--- config.mk ---
export PLATFORM = sky130hd
export DESIGN_NAME = tx_pedidos_serial_8n1_flat
export DESIGN_NICKNAME = d
export VERILOG_FILES = /design/src/rtl/smart_cargo_pkg.sv /design/src/rtl/tx_pedidos_serial_8n1_if.sv /design/src/rtl/fifo_pedidos_sync.sv /design/src/rtl/tx_pedidos_serial_8n1.sv /design/src/flat_wrapper.sv
export SDC_FILE = /design/constraint.sdc
export NUM_CORES = 1
export LEC_CHECK = 0
export BUFFER_PORTS_ARGS = -buffer_cell sky130_fd_sc_hd__buf_4
export CAP_MARGIN = 30
export CELL_PAD_IN_SITES_DETAIL_PLACEMENT = 0
export CELL_PAD_IN_SITES_GLOBAL_PLACEMENT = 1
export CORE_MARGIN = 2
export CORE_UTILIZATION = 48
export DETAILED_ROUTE_END_ITERATION = 8
export GPL_ROUTABILITY_DRIVEN = 0
export GPL_TIMING_DRIVEN = 0
export PLACE_DENSITY_LB_ADDON = 0.25
export SETUP_SLACK_MARGIN = 0.4
export SYNTH_ARGS = -nofsm -noshare
export SYNTH_HDL_FRONTEND = slang
export SYNTH_SLANG_ARGS = --single-unit
--- constraint.sdc ---
create_clock -name clock -period 2.6 [get_ports clock]
set_clock_uncertainty 0.05 [all_clocks]
set_input_delay 0.52 -clock clock [delete_from_list [all_inputs] [get_ports clock]]
set_output_delay 0.52 -clock clock [all_outputs]
set_load 0.02 [all_outputs]
--- src/rtl/smart_cargo_pkg.sv ---
// Shared SmartCargo definitions: FSM state codes, request byte field positions
// and the helper that packs a request into its 6-bit payload.
package smart_cargo_pkg;

    typedef enum logic [3:0] {
        INICIAL = 4'd0,
        CARREGA = 4'd1,
        START   = 4'd2,
        DADOS   = 4'd3,
        STOP    = 4'd4,
        FIM     = 4'd5
    } estado_t;

    localparam int         ORIG_LSB    = 0;
    localparam int         DEST_LSB    = 2;
    localparam int         TIPO_LSB    = 4;
    localparam int         PEDIDO_W    = 6;
    localparam logic [1:0] TIPO_NENHUM = 2'b00;

    function automatic logic [PEDIDO_W-1:0] monta_pedido(input logic [1:0] tipo,
                                                         input logic [1:0] origem,
                                                         input logic [1:0] destino);
        logic [PEDIDO_W-1:0] v;
        v                  = '0;
        v[ORIG_LSB +: 2]   = origem;
        v[DEST_LSB +: 2]   = destino;
        v[TIPO_LSB +: 2]   = tipo;
        return v;
    endfunction

endpackage

--- src/rtl/tx_pedidos_serial_8n1_if.sv ---
// Request handshake bundle between the operator panel (master) and the
// serial request transmitter (slave).
interface tx_pedidos_serial_8n1_if;
    logic       pedido_valido;
    logic       pedido_pronto;
    logic [1:0] tipo;
    logic [1:0] origem;
    logic [1:0] destino;
    logic       erro_pedido;

    modport master (output pedido_valido, tipo, origem, destino,
                    input  pedido_pronto, erro_pedido);
    modport slave  (input  pedido_valido, tipo, origem, destino,
                    output pedido_pronto, erro_pedido);
endinterface

--- src/rtl/fifo_pedidos_sync.sv ---
// Small synchronous request FIFO (power-of-two depth) with empty/full flags.
// Push while full and pop while empty are ignored.
module fifo_pedidos_sync #(
    parameter int DEPTH = 4,
    parameter int WIDTH = 6
) (
    input  logic             clock,
    input  logic             reset,
    input  logic             push,
    input  logic             pop,
    input  logic [WIDTH-1:0] din,
    output logic [WIDTH-1:0] dout,
    output logic             vazia,
    output logic             cheia
);
    localparam int AW = $clog2(DEPTH);
    localparam int CW = AW + 1;

    logic [WIDTH-1:0] r_mem [DEPTH];
    logic [AW-1:0]    r_wr;
    logic [AW-1:0]    r_rd;
    logic [CW-1:0]    r_count;
    logic             w_push;
    logic             w_pop;

    assign vazia  = (r_count == '0);
    assign cheia  = (r_count == CW'(DEPTH));
    assign w_push = push & ~cheia;
    assign w_pop  = pop & ~vazia;
    assign dout   = r_mem[r_rd];

    always_ff @(posedge clock or posedge reset) begin
        if (reset) begin
            r_wr    <= '0;
            r_rd    <= '0;
            r_count <= '0;
        end else begin
            if (w_push) r_wr <= r_wr + 1'b1;
            if (w_pop)  r_rd <= r_rd + 1'b1;
            case ({w_push, w_pop})
                2'b10:   r_count <= r_count + 1'b1;
                2'b01:   r_count <= r_count - 1'b1;
                default: r_count <= r_count;
            endcase
        end
    end

    always_ff @(posedge clock) begin
        if (w_push) r_mem[r_wr] <= din;
    end

endmodule

--- src/rtl/tx_pedidos_serial_8n1.sv ---
// SmartCargo request transmitter: validates requests, queues them and sends each as
// one 8N1 byte. Define STOP2_EN to send two stop bits per frame.
module tx_pedidos_serial_8n1
    import smart_cargo_pkg::*;
#(
    parameter int CLKS_PER_BIT = 434,
    parameter int FIFO_DEPTH   = 4
) (
    input  logic                    clock,
    input  logic                    reset,
    tx_pedidos_serial_8n1_if.slave  pedido,
    output logic                    TX,
    output logic                    ocupado,
    output logic                    fila_vazia,
    output logic                    fila_cheia,
    output logic [3:0]              db_estado
);
    localparam int             TICK_W   = $clog2(CLKS_PER_BIT);
    localparam logic [TICK_W-1:0] TICK_MAX = TICK_W'(CLKS_PER_BIT - 1);
`ifdef STOP2_EN
    localparam logic [2:0]     STOP_ULT = 3'd1;
`else
    localparam logic [2:0]     STOP_ULT = 3'd0;
`endif

    estado_t             r_estado;
    estado_t             w_prox;
    logic [TICK_W-1:0]   r_tick;
    logic [2:0]          r_bit;
    logic [7:0]          r_shift;
    logic                r_tx;
    logic                r_ocupado;
    logic                r_erro;
    logic                w_tx;
    logic                w_ocupado;
    logic                w_pop;
    logic                w_fim_bit;
    logic                w_valido;
    logic                w_aceite;
    logic                w_push;
    logic                w_vazia;
    logic                w_cheia;
    logic [PEDIDO_W-1:0] w_cabeca;

    assign w_valido = (pedido.tipo != TIPO_NENHUM) && (pedido.origem != pedido.destino);
    assign w_aceite = pedido.pedido_valido & ~w_cheia;
    assign w_push   = w_aceite & w_valido;
    assign w_fim_bit = (r_tick == TICK_MAX);

    assign pedido.pedido_pronto = ~w_cheia;
    assign pedido.erro_pedido   = r_erro;
    assign TX         = r_tx;
    assign ocupado    = r_ocupado;
    assign fila_vazia = w_vazia;
    assign fila_cheia = w_cheia;
    assign db_estado  = r_estado;

    fifo_pedidos_sync #(
        .DEPTH (FIFO_DEPTH),
        .WIDTH (PEDIDO_W)
    ) u_fila (
        .clock (clock),
        .reset (reset),
        .push  (w_push),
        .pop   (w_pop),
        .din   (monta_pedido(pedido.tipo, pedido.origem, pedido.destino)),
        .dout  (w_cabeca),
        .vazia (w_vazia),
        .cheia (w_cheia)
    );

    always_ff @(posedge clock or posedge reset) begin
        if (reset) r_estado <= INICIAL;
        else       r_estado <= w_prox;
    end

    always_comb begin
        w_prox    = r_estado;
        w_pop     = 1'b0;
        w_tx      = 1'b1;
        w_ocupado = 1'b0;
        case (r_estado)
            INICIAL: if (!w_vazia) w_prox = CARREGA;
            CARREGA: begin
                w_pop  = 1'b1;
                w_prox = START;
            end
            START: begin
                w_tx      = 1'b0;
                w_ocupado = 1'b1;
                if (w_fim_bit) w_prox = DADOS;
            end
            DADOS: begin
                w_tx      = r_shift[0];
                w_ocupado = 1'b1;
                if (w_fim_bit && r_bit == 3'd7) w_prox = STOP;
            end
            STOP: begin
                w_ocupado = 1'b1;
                if (w_fim_bit && r_bit == STOP_ULT) w_prox = FIM;
            end
            FIM:     w_prox = INICIAL;
            default: w_prox = INICIAL;
        endcase
    end

    // Line outputs are registered, so the line lags the state by one cycle.
    always_ff @(posedge clock or posedge reset) begin
        if (reset) begin
            r_tick    <= '0;
            r_bit     <= '0;
            r_shift   <= '0;
            r_tx      <= 1'b1;
            r_ocupado <= 1'b0;
            r_erro    <= 1'b0;
        end else begin
            r_tx      <= w_tx;
            r_ocupado <= w_ocupado;
            r_erro    <= w_aceite & ~w_valido;
            if (r_estado == CARREGA) begin
                r_shift <= {2'b00, w_cabeca};
                r_tick  <= '0;
                r_bit   <= '0;
            end else if (w_ocupado) begin
                r_tick <= w_fim_bit ? '0 : r_tick + 1'b1;
                if (w_fim_bit && r_estado != START) r_bit <= r_bit + 1'b1;
                if (w_fim_bit && r_estado == DADOS) r_shift <= {1'b0, r_shift[7:1]};
            end
        end
    end

endmodule

--- src/flat_wrapper.sv ---
// flat-port wrapper written by rule: the top's interface ports become plain ports
module tx_pedidos_serial_8n1_flat import smart_cargo_pkg::*;
#(
    parameter int CLKS_PER_BIT = 434,
    parameter int FIFO_DEPTH   = 4
)
  (clock, reset, TX, ocupado, fila_vazia, fila_cheia, db_estado, pedido_pedido_valido, pedido_tipo, pedido_origem, pedido_destino, pedido_pedido_pronto, pedido_erro_pedido);
  tx_pedidos_serial_8n1_if pedido_i ();
  input  logic clock;
  input  logic reset;
  output logic TX;
  output logic ocupado;
  output logic fila_vazia;
  output logic fila_cheia;
  output logic [3:0] db_estado;
  input wire logic [$bits(pedido_i.pedido_valido)-1:0] pedido_pedido_valido;
  input wire logic [$bits(pedido_i.tipo)-1:0] pedido_tipo;
  input wire logic [$bits(pedido_i.origem)-1:0] pedido_origem;
  input wire logic [$bits(pedido_i.destino)-1:0] pedido_destino;
  output wire logic [$bits(pedido_i.pedido_pronto)-1:0] pedido_pedido_pronto;
  output wire logic [$bits(pedido_i.erro_pedido)-1:0] pedido_erro_pedido;
  assign pedido_i.pedido_valido = pedido_pedido_valido;
  assign pedido_i.tipo = pedido_tipo;
  assign pedido_i.origem = pedido_origem;
  assign pedido_i.destino = pedido_destino;
  assign pedido_pedido_pronto = pedido_i.pedido_pronto;
  assign pedido_erro_pedido = pedido_i.erro_pedido;
  tx_pedidos_serial_8n1 #(.CLKS_PER_BIT(CLKS_PER_BIT), .FIFO_DEPTH(FIFO_DEPTH)) u_core (.clock(clock), .reset(reset), .pedido(pedido_i), .TX(TX), .ocupado(ocupado), .fila_vazia(fila_vazia), .fila_cheia(fila_cheia), .db_estado(db_estado));
endmodule
=== After elaboration in Yosys (flattened, before gate mapping) ===
Memory sizes are Yosys's and may differ from the RTL's.
Index checks and enable logic that the tools add are counted.

* Output and inout port bits: 10
* Memory bits (writable): 24
* Memories kept: 1
* Word-level logic and storage cells: 77
* Flip-flop bits (word level): 34

{| class="wikitable"
|+ Memories
! memory !! words !! width !! rd ports !! clocked after memory_dff !! write ports !! RTL line !! source
|-
| u_core.u_fila.r_mem || 4 || 6 || 1 || 0 || 1 || fifo_pedidos_sync.sv:19 || <nowiki>logic [WIDTH-1:0] r_mem [DEPTH];</nowiki>
|}

* Reduce and logical (&&, ||, !) cells: 17
* $add $sub $neg: 6
* Muxes and demuxes: 20
* Equal/unequal tests: 15
* Bitwise gates (word level): 8

{| class="wikitable"
|+ Operators with widths
! cell !! number
|-
| $mux 9 || 3
|-
| $mux 8 || 3
|-
| $pmux 4 s5 || 1
|-
| $mux 4 || 4
|-
| $reduce_bool 2->1 || 5
|-
| $add 9x1->9 const B || 1
|-
| $eq 9x9->1 const B || 1
|-
| $mux 3 || 3
|-
| $eq 4x2->1 const B || 2
|-
| $add 3x1->3 const B || 2
|-
| $eq 3x3->1 const B || 2
|-
| $logic_not 3->1 || 2
|-
| $ne 2x1->1 const B || 3
|-
| $pmux 3 s2 || 1
|-
| $and 1x1->1 || 5
|-
| $logic_and 1x1->1 || 5
|-
| $add 2x1->2 const B || 2
|-
| $eq 4x1->1 const B || 1
|-
| $eq 4x3->1 const B || 1
|-
| $logic_not 4->1 || 1
|-
| $mux 1 || 4
|-
| $ne 4x2->1 const B || 1
|-
| $reduce_and 2->1 || 2
|-
| $reduce_and 4->1 || 1
|-
| other kinds (8) || 10
|}

=== Longest topological paths before layout ===
Gate-level depths: netlist of the first run.

* Depth after elaboration: 7
* Gate-level depth with buffers: 11
* Depth with buffers taken out: 10

=== By module ===
A second synthesis of the first run with hierarchy kept.

* Cells, all modules: 219
* Area total of the unflattened synthesis: 2721.4 sq um

{| class="wikitable"
|+ By module, submodules not included
! module !! sequential area each (sq um) !! cells an instance !! area an instance (sq um) !! times used
|-
| tx_pedidos_serial_8n1 || 601.8 || 148 || 1407.6 || 1
|-
| fifo_pedidos_sync || 895.9 || 71 || 1313.8 || 1
|}

=== Worst setup path before layout of the first run ===
Ideal clock, no wire load.

* Kind: register -> register
* From: reg u_core.r_estado[2], in the netlist u_core.db_estado[2]
* To: reg u_core.u_fila.r_count[2]
* Required time: 2.471 ns
* Cell stages (with the launch flop): 10
* Slack: 0.259 ns
* Arrival time: 2.212 ns
* Clock period less this slack: 2.341 ns
* Path buffers: 1
* Cell sequence: dfrtp_1 > buf_2 > nand2b_1 > nor3_1 > ha_1 > inv_1 > fa_1 > xor2_1 > nor2_1 > xor2_1

* Word-level cells in the longest chain between the ends: 5

{| class="wikitable"
|+ Ends and longest elaborated chain
! item !! RTL line !! source
|-
| start: declaration || tx_pedidos_serial_8n1.sv:26 || <nowiki>estado_t r_estado;</nowiki>
|-
| start signal: assignment || tx_pedidos_serial_8n1.sv:74 || <nowiki>else r_estado <= w_prox;</nowiki>
|-
| $eq 4x1->1 (*) || tx_pedidos_serial_8n1.sv:82 || <nowiki>case (r_estado)</nowiki>
|-
| $mux 1 (*) || tx_pedidos_serial_8n1.sv:82 ||
|-
| $and 1x1->1 (*) || fifo_pedidos_sync.sv:29 || <nowiki>assign w_pop = pop & ~vazia;</nowiki>
|-
| named net u_core.u_fila.w_pop || fifo_pedidos_sync.sv:24 || <nowiki>logic w_pop;</nowiki>
|-
| $eq 2x1->1 / $eq 2x2->1 (equally long branches) || fifo_pedidos_sync.sv:40 || <nowiki>case ({w_push, w_pop})</nowiki>
|-
| $pmux 3 s2 / $reduce_bool 2->1 (equally long branches) || n/a ||
|-
| end signal: assignment || fifo_pedidos_sync.sv:41 || <nowiki>2'b10: r_count <= r_count + 1'b1;</nowiki>
|-
| end signal: assignment || fifo_pedidos_sync.sv:42 || <nowiki>2'b01: r_count <= r_count - 1'b1;</nowiki>
|-
| end signal: assignment || fifo_pedidos_sync.sv:43 || <nowiki>default: r_count <= r_count;</nowiki>
|-
| end: declaration || fifo_pedidos_sync.sv:22 || <nowiki>logic [CW-1:0] r_count;</nowiki>
|}

The timed path passes the listed nets; every way through them passes the cells marked *.
A chain may end at the register's enable or synchronous reset.

=== Worst setup path in the final report of the first run ===
* From: reg u_core.u_fila.r_count[0]
* To: out fila_vazia

* Word-level cells in the longest chain between the ends: 1

{| class="wikitable"
|+ Ends and longest elaborated chain
! item !! RTL line !! source
|-
| $logic_not 3->1 || fifo_pedidos_sync.sv:26 || <nowiki>assign vazia = (r_count == '0);</nowiki>
|-
| end: declaration || flat_wrapper.sv:13 || <nowiki>output logic fila_vazia;</nowiki>
|}

No other way between the ends.

==> results.txt, run 1 <==
----------------------------------------------------
[Global route]
  Global routing met2 resource utilization ... 29.3%
  Total overflow reported by the global router ... 0
  Antenna violations before repair ... 0
  Wire length of the first global-routing pass ... 7870 um
  Met3 global-route usage ... 3.75%
  Aggregate global-route resource usage ... 16.5%
  GR Layer Usage met1 ... 19.6%
  Vias in the first global route ... 1,718
  Layer carrying the most global-route usage ... met2
  Pin count of the biggest net entering global routing ... 20

[Detailed routing]
  # DRC ... 0
  Average vias per placed instance ... 5.19
  DR vias ... 1,718
  Antenna violation net count after detailed routing ... 0
  Post-detailed-route wirelength per cell ... 14.0 um
  Routed Wire Length ... 4640 um
  DR pass1 iterations ... 4
  DRC violation total after the first TritonRoute iteration ... 29

[Critical path]
  Most frequent CP cell ... sky130_fd_sc_hd__buf_4
  Start point of the critical path ... u_core.u_fila.r_count[0]
  Worst setup EP type ... output pin
  Worst stage delay on the critical path ... 0.46 ns
  Critical path startpoint category ... flip-flop
  Data arrival time of the critical path ... 1.57 ns
  Worst R2R Path Depth ... 9
  Slowest cell on the critical path ... sky130_fd_sc_hd__nor3_1
  Worst reg2reg path startpoint ... u_core.db_estado[2]
  Worst path required time ... 2.03 ns
  Reg2reg setup slack ... 0.51 ns
  Category of the critical setup timing path ... flip-flop to output pin
  Worst Path Max Fanout ... 3
  Worst reg2reg endpoint ... u_core.u_fila.r_count[2]
  Chain of cells forming the critical path ... buf_4 > nor3_1 > buf_4

[Synthesis]
  Average cell area after synthesis ... 12.0 sq um
  Gate count of the mapped netlist ... 224
  Asr flop ratio synth ... 56.4%
  Post-Syn Nets ... 244
  Top area cells in the synthesized netlist ... sky130_fd_sc_hd__dfrtp_1 (28%), sky130_fd_sc_hd__edfxtp_1 (27%), sky130_fd_sc_hd__mux4_2 (5.0%)
  Synth Flop Type ... sky130_fd_sc_hd__dfrtp_1
  Sequential share of the synthesized area ... 55.9%
  Synth cell types ... 45
  Post-Synthesis Cell Area ... 2680 sq um
  Post-synth top area share ... 28.0%
  Flip-flop and latch count after synthesis ... 55
  Number of warnings reported in the yosys synthesis log ... 0
  Dominant cell type by area after synthesis ... sky130_fd_sc_hd__dfrtp_1
  EDFF count, synth ... 24

[Die]
  Floorplan die width ... 78.7 um
  Initial standard-cell utilization of the core ... 49.3%
  Number of rows created at floorplan ... 27
  I/O pin cnt ... 19
  Die height ... 78.7 um
  Floorplan die area ... 6190 sq um
  Placeable Area ... 5440 sq um

[Min path]
  Worst min path class ... input pin to asynchronous set/reset pin

[Timing]
  Final setup violating endpoints ... 0
  Number of hold-slack violations in the final timing report ... 0
  Achievable clock frequency ... 467 MHz
  Slew Limit Headroom ... 51.4%
  Crit share post-route ... 82.3%
  Setup TNS ... 0 ns
  RSZ-0062 raised after global routing ... false
  Final max-slew violation count ... 0
  Measured slew at the worst slew-check pin ... 0.728 ns
  Min Clock Period, post-route ... 2.14 ns

[Cells and area]
  Summed area of non-filler cells in the final layout ... 3150 sq um
  Number of antenna repair diodes ... 0
  Net count, final ... 278
  Share of post-route cells with drive strength above 1 ... 26.3%
  Area growth from synthesis to final layout ... 17.5%
  Util after Layout ... 57.9%

[Clock network]
  H-tree levels ... 2
  Clock transition time at the flip-flop clock pins of the worst setup and hold paths ... 0.11 ns
  Clock root cell ... sky130_fd_sc_hd__clkbuf_8
  Total CTS buffers ... 5
  Clock tree from TritonCTS ... done
  Clock net sink count ... 55
  Post-cts hold buffer count ... 0
  Maximum clock insertion buffer count ... 2
  Clock latency at the later pin of the worst-skew pair ... 0.31 ns

[Pwr]
  Areal power density over the cells ... 812 nW/um^2
  Leakage ... 1.29 nW
  Largest vdd supply drop ... 548 uV

[Flow run]
  Max capacitance violation total ... 0

[Run status]
  Result of the run ... finished, final reports clean

[Placement]
  Instance area at placement ... 2940 sq um
  Post-DP HPWL ... 3370 um
  I/O Buffers ... 17

----------------------------------------------------
-- cell usage in the layout, fill, tap and decap left out, types with 3 or more instances in the layout --
cell,netlist,final
sky130_fd_sc_hd__buf_4,2,30
sky130_fd_sc_hd__dfrtp_1,30,29
sky130_fd_sc_hd__edfxtp_1,24,24
sky130_fd_sc_hd__nand2_1,18,18
sky130_fd_sc_hd__nor2_1,17,17
sky130_fd_sc_hd__inv_1,16,14
sky130_fd_sc_hd__ha_1,10,9
sky130_fd_sc_hd__a21oi_1,9,8
sky130_fd_sc_hd__xor2_1,8,8
sky130_fd_sc_hd__o21ai_0,7,7
sky130_fd_sc_hd__mux4_2,6,6
sky130_fd_sc_hd__xnor2_1,6,5
sky130_fd_sc_hd__a31oi_1,5,5
sky130_fd_sc_hd__and2_1,5,5
sky130_fd_sc_hd__clkbuf_8,0,5
sky130_fd_sc_hd__or3_1,4,4
sky130_fd_sc_hd__nand3_1,5,4
sky130_fd_sc_hd__nand4_1,4,4
sky130_fd_sc_hd__and4_1,3,3
sky130_fd_sc_hd__o22ai_1,3,3
sky130_fd_sc_hd__o221ai_1,3,3
sky130_fd_sc_hd__o22a_1,3,3
-- how the worst max path moves through the flow --
stage	endpoint	slack, ns	cells past startpoint
6_report	fila_vazia	0.46	3
3_3_place_gp	u_core.u_fila.r_count[2]	0.12	12
5_1_grt	fila_vazia	0.40	3
4_1_cts	u_core.u_fila.r_count[2]	0.40	9
2_1_floorplan	u_core.u_fila.r_count[2]	0.41	9
3_5_place_dp	u_core.u_fila.r_count[2]	0.07	12
-- per-layer routing --
metal / share of wire [%] / up-vias
met3: 2.3 / 5
met4: 1.1 / 0
met1: 44 / 828
met5: 0 / -
met2: 53 / 19
li1: - / 866
-- cells by family after synthesis --
kind of cell    synth area share (%)
fa+ha+maj                       5.42
flops                           55.9
xor+xnor                        4.58
compound gates                  10.1
mux                             5.84
simple gates                    13.7
buf+inv                         4.25
other cells                    0.140
-- cell type report --
type / count / area (sq um)
well taps: 72 / 90.1
plain buffers: 11 / 73.8
repair buffers: 27 / 210
fillers: 474 / 2290
clock buffers: 5 / 68.8
clock inverters: 3 / 26.3
flip-flops and latches: 55 / 1500
inverters: 16 / 60.1
multi-input cells: 142 / 1120
-- where the power goes --
group / internal (mW) / leakage, nW / total (mW) / switching [mW]
combinational: 0.399 / 0.650 / 0.776 / 0.377
clock: 0.199 / 0.0491 / 0.493 / 0.295
sequential: 1.13 / 0.593 / 1.29 / 0.162
total: 1.72 / 1.29 / 2.56 / 0.833
-- cells in the mapped netlist (3+ instances only) --
cell type	count
sky130_fd_sc_hd__or3_1	4
sky130_fd_sc_hd__xor2_1	8
sky130_fd_sc_hd__o22a_1	3
sky130_fd_sc_hd__dfrtp_1	30
sky130_fd_sc_hd__inv_1	16
sky130_fd_sc_hd__buf_1	3
sky130_fd_sc_hd__a21oi_1	9
sky130_fd_sc_hd__ha_1	10
sky130_fd_sc_hd__nor2_1	17
sky130_fd_sc_hd__o22ai_1	3
sky130_fd_sc_hd__nand2_1	18
sky130_fd_sc_hd__edfxtp_1	24
sky130_fd_sc_hd__xnor2_1	6
sky130_fd_sc_hd__o221ai_1	3
sky130_fd_sc_hd__a31oi_1	5
sky130_fd_sc_hd__buf_2	4
sky130_fd_sc_hd__and4_1	3
sky130_fd_sc_hd__nand3_1	5
sky130_fd_sc_hd__and2_1	5
sky130_fd_sc_hd__nand4_1	4
sky130_fd_sc_hd__o21ai_0	7
sky130_fd_sc_hd__mux4_2	6
-- sequential cells by signal (all words and copies together) (netlist names) --
signal,flops
u_core.u_fila.r_mem,24
u_core.r_tick,9
u_core.r_shift,6
u_core.db_estado,3
u_core.r_bit,3
u_core.u_fila.r_count,3
u_core.u_fila.r_rd,2
u_core.u_fila.r_wr,2
u_core.TX,1
u_core.ocupado,1
u_core.pedido.erro_pedido,1
-- metrics by stage --
stage	std cells	power, mW	setup slack (ns)	hold WS, ns
after global placement	313	2.01	0.122	0.413
after floorplan	224	1.84	0.415	0.397
final	331	2.56	0.461	0.271
after detailed placement	314	2.03	0.0663	0.415
after global routing	331	2.72	0.400	0.321
after CTS	324	2.54	0.401	0.301
-- critical path: cells and delay by family, from the launching register on --
kind / cells / cell delay, ns
simple gates: 1 / 0.46
flops: 1 / 0.41
buf+inv: 2 / 0.40
-- repair_timing --
item | 4_1_cts | 5_1_grt
buffers inserted | 2 | 7
cloned | 0 | 0
endpoints found under the setup margin | 1 | 1
pin swaps | 2 | 3
gates resized for setup | 3 | 13
Note: power is estimated with default switching activity, not from simulation.
==> run 2: changes to the inputs <==
--- a/config.mk
+++ b/config.mk
@@ -5,12 +5,13 @@
 export SDC_FILE = /design/constraint.sdc
 export NUM_CORES = 1
 export LEC_CHECK = 0
+export ABC_AREA = 1
 export BUFFER_PORTS_ARGS = -buffer_cell sky130_fd_sc_hd__buf_4
 export CAP_MARGIN = 30
 export CELL_PAD_IN_SITES_DETAIL_PLACEMENT = 0
 export CELL_PAD_IN_SITES_GLOBAL_PLACEMENT = 1
 export CORE_MARGIN = 2
-export CORE_UTILIZATION = 48
+export CORE_UTILIZATION = 46
 export DETAILED_ROUTE_END_ITERATION = 8
 export GPL_ROUTABILITY_DRIVEN = 0
 export GPL_TIMING_DRIVEN = 0
==> constraint.sdc (replaced) <==
create_clock -name clock -period 2 [get_ports clock]
set_clock_uncertainty 0.05 [all_clocks]
set_input_delay 0.4 -clock clock [delete_from_list [all_inputs] [get_ports clock]]
set_output_delay 0.4 -clock clock [all_outputs]
set_load 0.02 [all_outputs]
==> run 2 against run 1 <==
Against the previous run:
- final cell count up 27%
- sequential power is 5% higher
- power up 5.4%
==> results.txt, run 2 <==
----------------------------------------------------
[Die]
  Floorplan die width ... 80.3 um (was 78.7 um)
  Initial standard-cell utilization of the core ... 48.0% (was 49.3%)
  Floorplan die area ... 6440 sq um (was 6190 sq um)
  Number of rows created at floorplan ... 27 (unchanged)
  Die height ... 80.3 um (was 78.7 um)
  Placeable Area ... 5570 sq um (was 5440 sq um)
  I/O pin cnt ... 19 (unchanged)

[Synthesis]
  Basic-gate share of the synthesized area counting and, or, nand and nor cells ... 25.9% (was 13.7%)
  Asr flop ratio synth ... 56.4% (unchanged)
  Number of warnings reported in the yosys synthesis log ... 0 (unchanged)
  Synth Area in Compound Gates ... 3.55% (was 10.1%)
  Average cell area after synthesis ... 8.95 sq um (was 12.0 sq um)
  Synth cell count leaders ... sky130_fd_sc_hd__nand2_1 (100), sky130_fd_sc_hd__nand3_1 (33), sky130_fd_sc_hd__inv_1 (31) (was sky130_fd_sc_hd__dfrtp_1 (30), sky130_fd_sc_hd__edfxtp_1 (24), sky130_fd_sc_hd__nand2_1 (18))
  Dominant cell type by area after synthesis ... sky130_fd_sc_hd__dfrtp_1 (unchanged)
  Most frequent cell after synthesis ... sky130_fd_sc_hd__nand2_1 (was sky130_fd_sc_hd__dfrtp_1)
  Adder-cell share of the synthesized area ... 5.43% (was 5.42%)
  Post-Synthesis Cell Area ... 2680 sq um (about the same)
  Top area cells in the synthesized netlist ... sky130_fd_sc_hd__dfrtp_1 (28%), sky130_fd_sc_hd__edfxtp_1 (27%), sky130_fd_sc_hd__nand2_1 (14%) (was sky130_fd_sc_hd__dfrtp_1 (28%), sky130_fd_sc_hd__edfxtp_1 (27%), sky130_fd_sc_hd__mux4_2 (5.0%))
  Synth cell types ... 30 (was 45)
  Sequential share of the synthesized area ... 56.0% (was 55.9%)
  Post-Syn Nets ... 319 (was 244)
  Gate count of the mapped netlist ... 299 (was 224)
  EDFF count, synth ... 24 (unchanged)
  Multiplexer share of the synthesized area ... 0% (was 5.84%)
  Flip-flop and latch count after synthesis ... 55 (unchanged)
  Post-synth top area share ... 28.1% (was 28.0%)
  Synth Flop Type ... sky130_fd_sc_hd__dfrtp_1 (unchanged)
  Dominant combinational cell family by area after synthesis ... simple AND/OR/NAND/NOR gates (unchanged)
  Xor and xnor fraction of the mapped netlist area ... 2.62% (was 4.58%)

[Pwr]
  Largest vdd supply drop ... 550 uV (was 548 uV)
  Areal power density over the cells ... 782 nW/um^2 (was 812 nW/um^2)
  Leakage ... 1.62 nW (was 1.29 nW)
  Fraction of power spent switching nets ... 30.5% (was 32.6%)
  Clock Power Share ... 22.9% (was 19.3%)
  Register share of total power ... 50.0% (was 50.4%)
  Cell-internal power ... 1.87 mW (was 1.72 mW)
  Net switching component of the power ... 823 uW (was 833 uW)
  Fraction of power consumed by combinational cells ... 27.1% (was 30.3%)

[Timing]
  Slew Limit Headroom ... 56.2% (was 51.4%)
  Measured slew at the worst slew-check pin ... 0.656 ns (was 0.728 ns)
  RSZ-0062 raised after global routing ... true (was false)
  Number of hold-slack violations in the final timing report ... 0 (unchanged)
  Post-route worst hold slack ... 0.123 ns (was 0.271 ns)
  Final max-slew violation count ... 0 (unchanged)
  Achievable clock frequency ... 523 MHz
  Min Clock Period, post-route ... 1.91 ns
  Crit share post-route ... 95.7%
  Final setup violating endpoints ... 0 (unchanged)

[Global route]
  Vias in the first global route ... 1,994 (was 1,718)
  Total overflow reported by the global router ... 0 (unchanged)
  Pin count of the biggest net entering global routing ... 20 (unchanged)
  Antenna violations before repair ... 0 (unchanged)
  Wire length of the first global-routing pass ... 9240 um (was 7870 um)
  Aggregate global-route resource usage ... 19.0% (was 16.5%)

[Clock network]
  Maximum clock insertion buffer count ... 2 (unchanged)
  Clock tree from TritonCTS ... done (unchanged)
  Total CTS buffers ... 5 (unchanged)
  Clock latency at the later pin of the worst-skew pair ... 0.31 ns (about the same)
  Post-cts hold buffer count ... 0 (unchanged)
  Clock transition time at the flip-flop clock pins of the worst setup and hold paths ... 0.10 ns (was 0.11 ns)
  Clock net sink count ... 55 (unchanged)
  H-tree levels ... 2 (unchanged)
  Clock root cell ... sky130_fd_sc_hd__clkbuf_8 (unchanged)

[Flow run]
  Max capacitance violation total ... 0 (unchanged)

[Critical path]
  Category of the critical setup timing path ... flip-flop to flip-flop (was flip-flop to output pin)
  Start point of the critical path ... u_core.u_fila.r_count[1] (was u_core.u_fila.r_count[0])
  Worst R2R Path Depth ... 11 (was 9)
  Worst path required time ... 2.16 ns (was 2.03 ns)
  End of the critical path ... u_core.u_fila.r_count[2] (was fila_vazia)
  Worst setup EP type ... flip-flop (was output pin)
  Worst reg2reg endpoint ... u_core.u_fila.r_count[2] (unchanged)
  Worst reg2reg path startpoint ... u_core.u_fila.r_count[1] (was u_core.db_estado[2])
  Data arrival time of the critical path ... 2.07 ns (was 1.57 ns)
  Reg2reg setup slack ... 0.09 ns (was 0.51 ns)
  Worst Path Max Fanout ... 2 (was 3)
  Critical path startpoint category ... flip-flop (unchanged)

[Placement]
  Instance area at placement ... 2960 sq um (was 2940 sq um)
  I/O Buffers ... 17 (unchanged)
  Post-DP HPWL ... 3740 um (was 3370 um)

[Cells and area]
  Leading cell type in the layout, fill and taps excluded ... sky130_fd_sc_hd__nand2_1 (was sky130_fd_sc_hd__buf_4)
  Area growth from synthesis to final layout ... 28.8% (was 17.5%)
  Top reg by flops ... u_core.u_fila.r_mem (unchanged)
  Top library cells by usage in the layout, fill and taps aside ... sky130_fd_sc_hd__nand2_1 (87), sky130_fd_sc_hd__buf_4 (32), sky130_fd_sc_hd__nand3_1 (31), sky130_fd_sc_hd__dfrtp_1 (26), sky130_fd_sc_hd__edfxtp_1 (24) (was sky130_fd_sc_hd__buf_4 (30), sky130_fd_sc_hd__dfrtp_1 (29), sky130_fd_sc_hd__edfxtp_1 (24), sky130_fd_sc_hd__nand2_1 (18), sky130_fd_sc_hd__nor2_1 (17))
  Share of post-route cells with drive strength above 1 ... 30.7% (was 26.3%)
  Summed area of non-filler cells in the final layout ... 3450 sq um (was 3150 sq um)
  Largest registers ... u_core.u_fila.r_mem: 24 flops, u_core.r_tick: 9 flops, u_core.r_shift: 6 flops (unchanged)
  Flip-flop count of the largest register, all copies and words added ... 24 (unchanged)
  Net count, final ... 367 (was 278)
  Number of antenna repair diodes ... 0 (unchanged)
  Total of fill cells in the finished design ... 494 (was 474)

[Detailed routing]
  Post-detailed-route wirelength per cell ... 13.3 um (was 14.0 um)
  # DRC ... 0 (unchanged)
  Antenna violation net count after detailed routing ... 0 (unchanged)
  DRC violation total after the first TritonRoute iteration ... 86 (was 29)
  DR pass1 iterations ... 4 (unchanged)
  Average vias per placed instance ... 4.91 (was 5.19)
  Routed Wire Length ... 5580 um (was 4640 um)
  DR vias ... 2,062 (was 1,718)

[Min path]
  Worst min path class ... input pin to asynchronous set/reset pin (unchanged)

[Run status]
  Result of the run ... finished, final reports clean (unchanged)

----------------------------------------------------
[run 2: how the worst min path moves through the flow]
stage	slack [ns]	depth (start not counted)	to
global route	0.15	2	u_core.pedido.erro_pedido
CTS	0.14	2	u_core.pedido.erro_pedido
floorplan	0.39	2	u_core.r_shift[5]
global placement	0.41	2	u_core.r_shift[5]
detailed placement	0.41	2	u_core.r_shift[5]
finish	0.12	2	u_core.u_fila.r_count[2]
[run 2: worst max-delay path, stage by stage (launching register included)]
cell and delay [ns]:
sky130_fd_sc_hd__dfrtp_1 0.41, sky130_fd_sc_hd__inv_2 0.08, sky130_fd_sc_hd__nand2_2 0.07, sky130_fd_sc_hd__nor2_4 0.12, sky130_fd_sc_hd__inv_4 0.05, sky130_fd_sc_hd__o2111ai_4 0.10
sky130_fd_sc_hd__ha_4 0.18, sky130_fd_sc_hd__inv_4 0.03, sky130_fd_sc_hd__fa_2 0.37, sky130_fd_sc_hd__a21oi_2 0.14, sky130_fd_sc_hd__o21ai_2 0.07, sky130_fd_sc_hd__xor2_1 0.14
[run 2: cell type report]
| type | instances | area [sq um] | area share, % |
|---|---|---|---|
| inverters | 35 | 149 | 4.32 |
| multi-input cells | 202 | 1210 | 35.3 |
| well taps | 72 | 90.1 | 2.61 |
| clock buffers | 6 | 72.6 | 2.11 |
| repair buffers | 41 | 355 | 10.3 |
| plain buffers | 7 | 48.8 | 1.42 |
| flip-flops and latches | 55 | 1500 | 43.6 |
| clock inverters | 2 | 12.5 | 0.363 |
[run 2: cell families after synthesis]
group                      count (synthesis)
other                                      1
adders and majority gates                 11
buffers and inverters                     42
DFF                                       55
and+or+nand+nor                          165
AOI/OAI and AO/OA                         17
xor gates and xnor gates                   8
[run 2: power by group through the flow]
| stage | clock network [mW] | logic (mW) | registers, mW |
|---|---|---|---|
| floorplan | 0 | 0.321 | 1.36 |
| global placement | 0 | 0.446 | 1.37 |
| detailed placement | 0 | 0.468 | 1.37 |
| CTS | 0.630 | 0.614 | 1.34 |
| global route | 0.678 | 0.800 | 1.36 |
| finish | 0.617 | 0.731 | 1.35 |
[run 2: stage by stage]
step	TNS [ns]	setup slack [ns]	utilization [%]	total power, mW	std cells
after floorplan	-0.0514	-0.0514	-	1.68	299
after global placement	-0.204	-0.157	52.7	1.81	388
after detailed placement	-0.251	-0.170	53.2	1.84	389
after CTS	0	0.0992	58.0	2.59	409
after global routing	-0.00637	-0.00637	61.8	2.84	420
final	0	0.0867	61.8	2.70	420
[run 2: layer usage]
| metal | track usage (%) | part of all wire [%] | wire [um] |
|---|---|---|---|
| met5 | 0 | 0 | 0 |
| met4 | 7.63 | 1.5 | 83 |
| met3 | 3.15 | 2.8 | 157 |
| met2 | 30.5 | 48 | 2650 |
| met1 | 25.5 | 48 | 2690 |
[run 2: repair_timing]
action | CTS | global route
cloned | 0 | 1
setup buffers | 12 | 10
pin swaps | 6 | 12
resized for setup | 27 | 42
endpoints found under the setup margin | 39 | 50
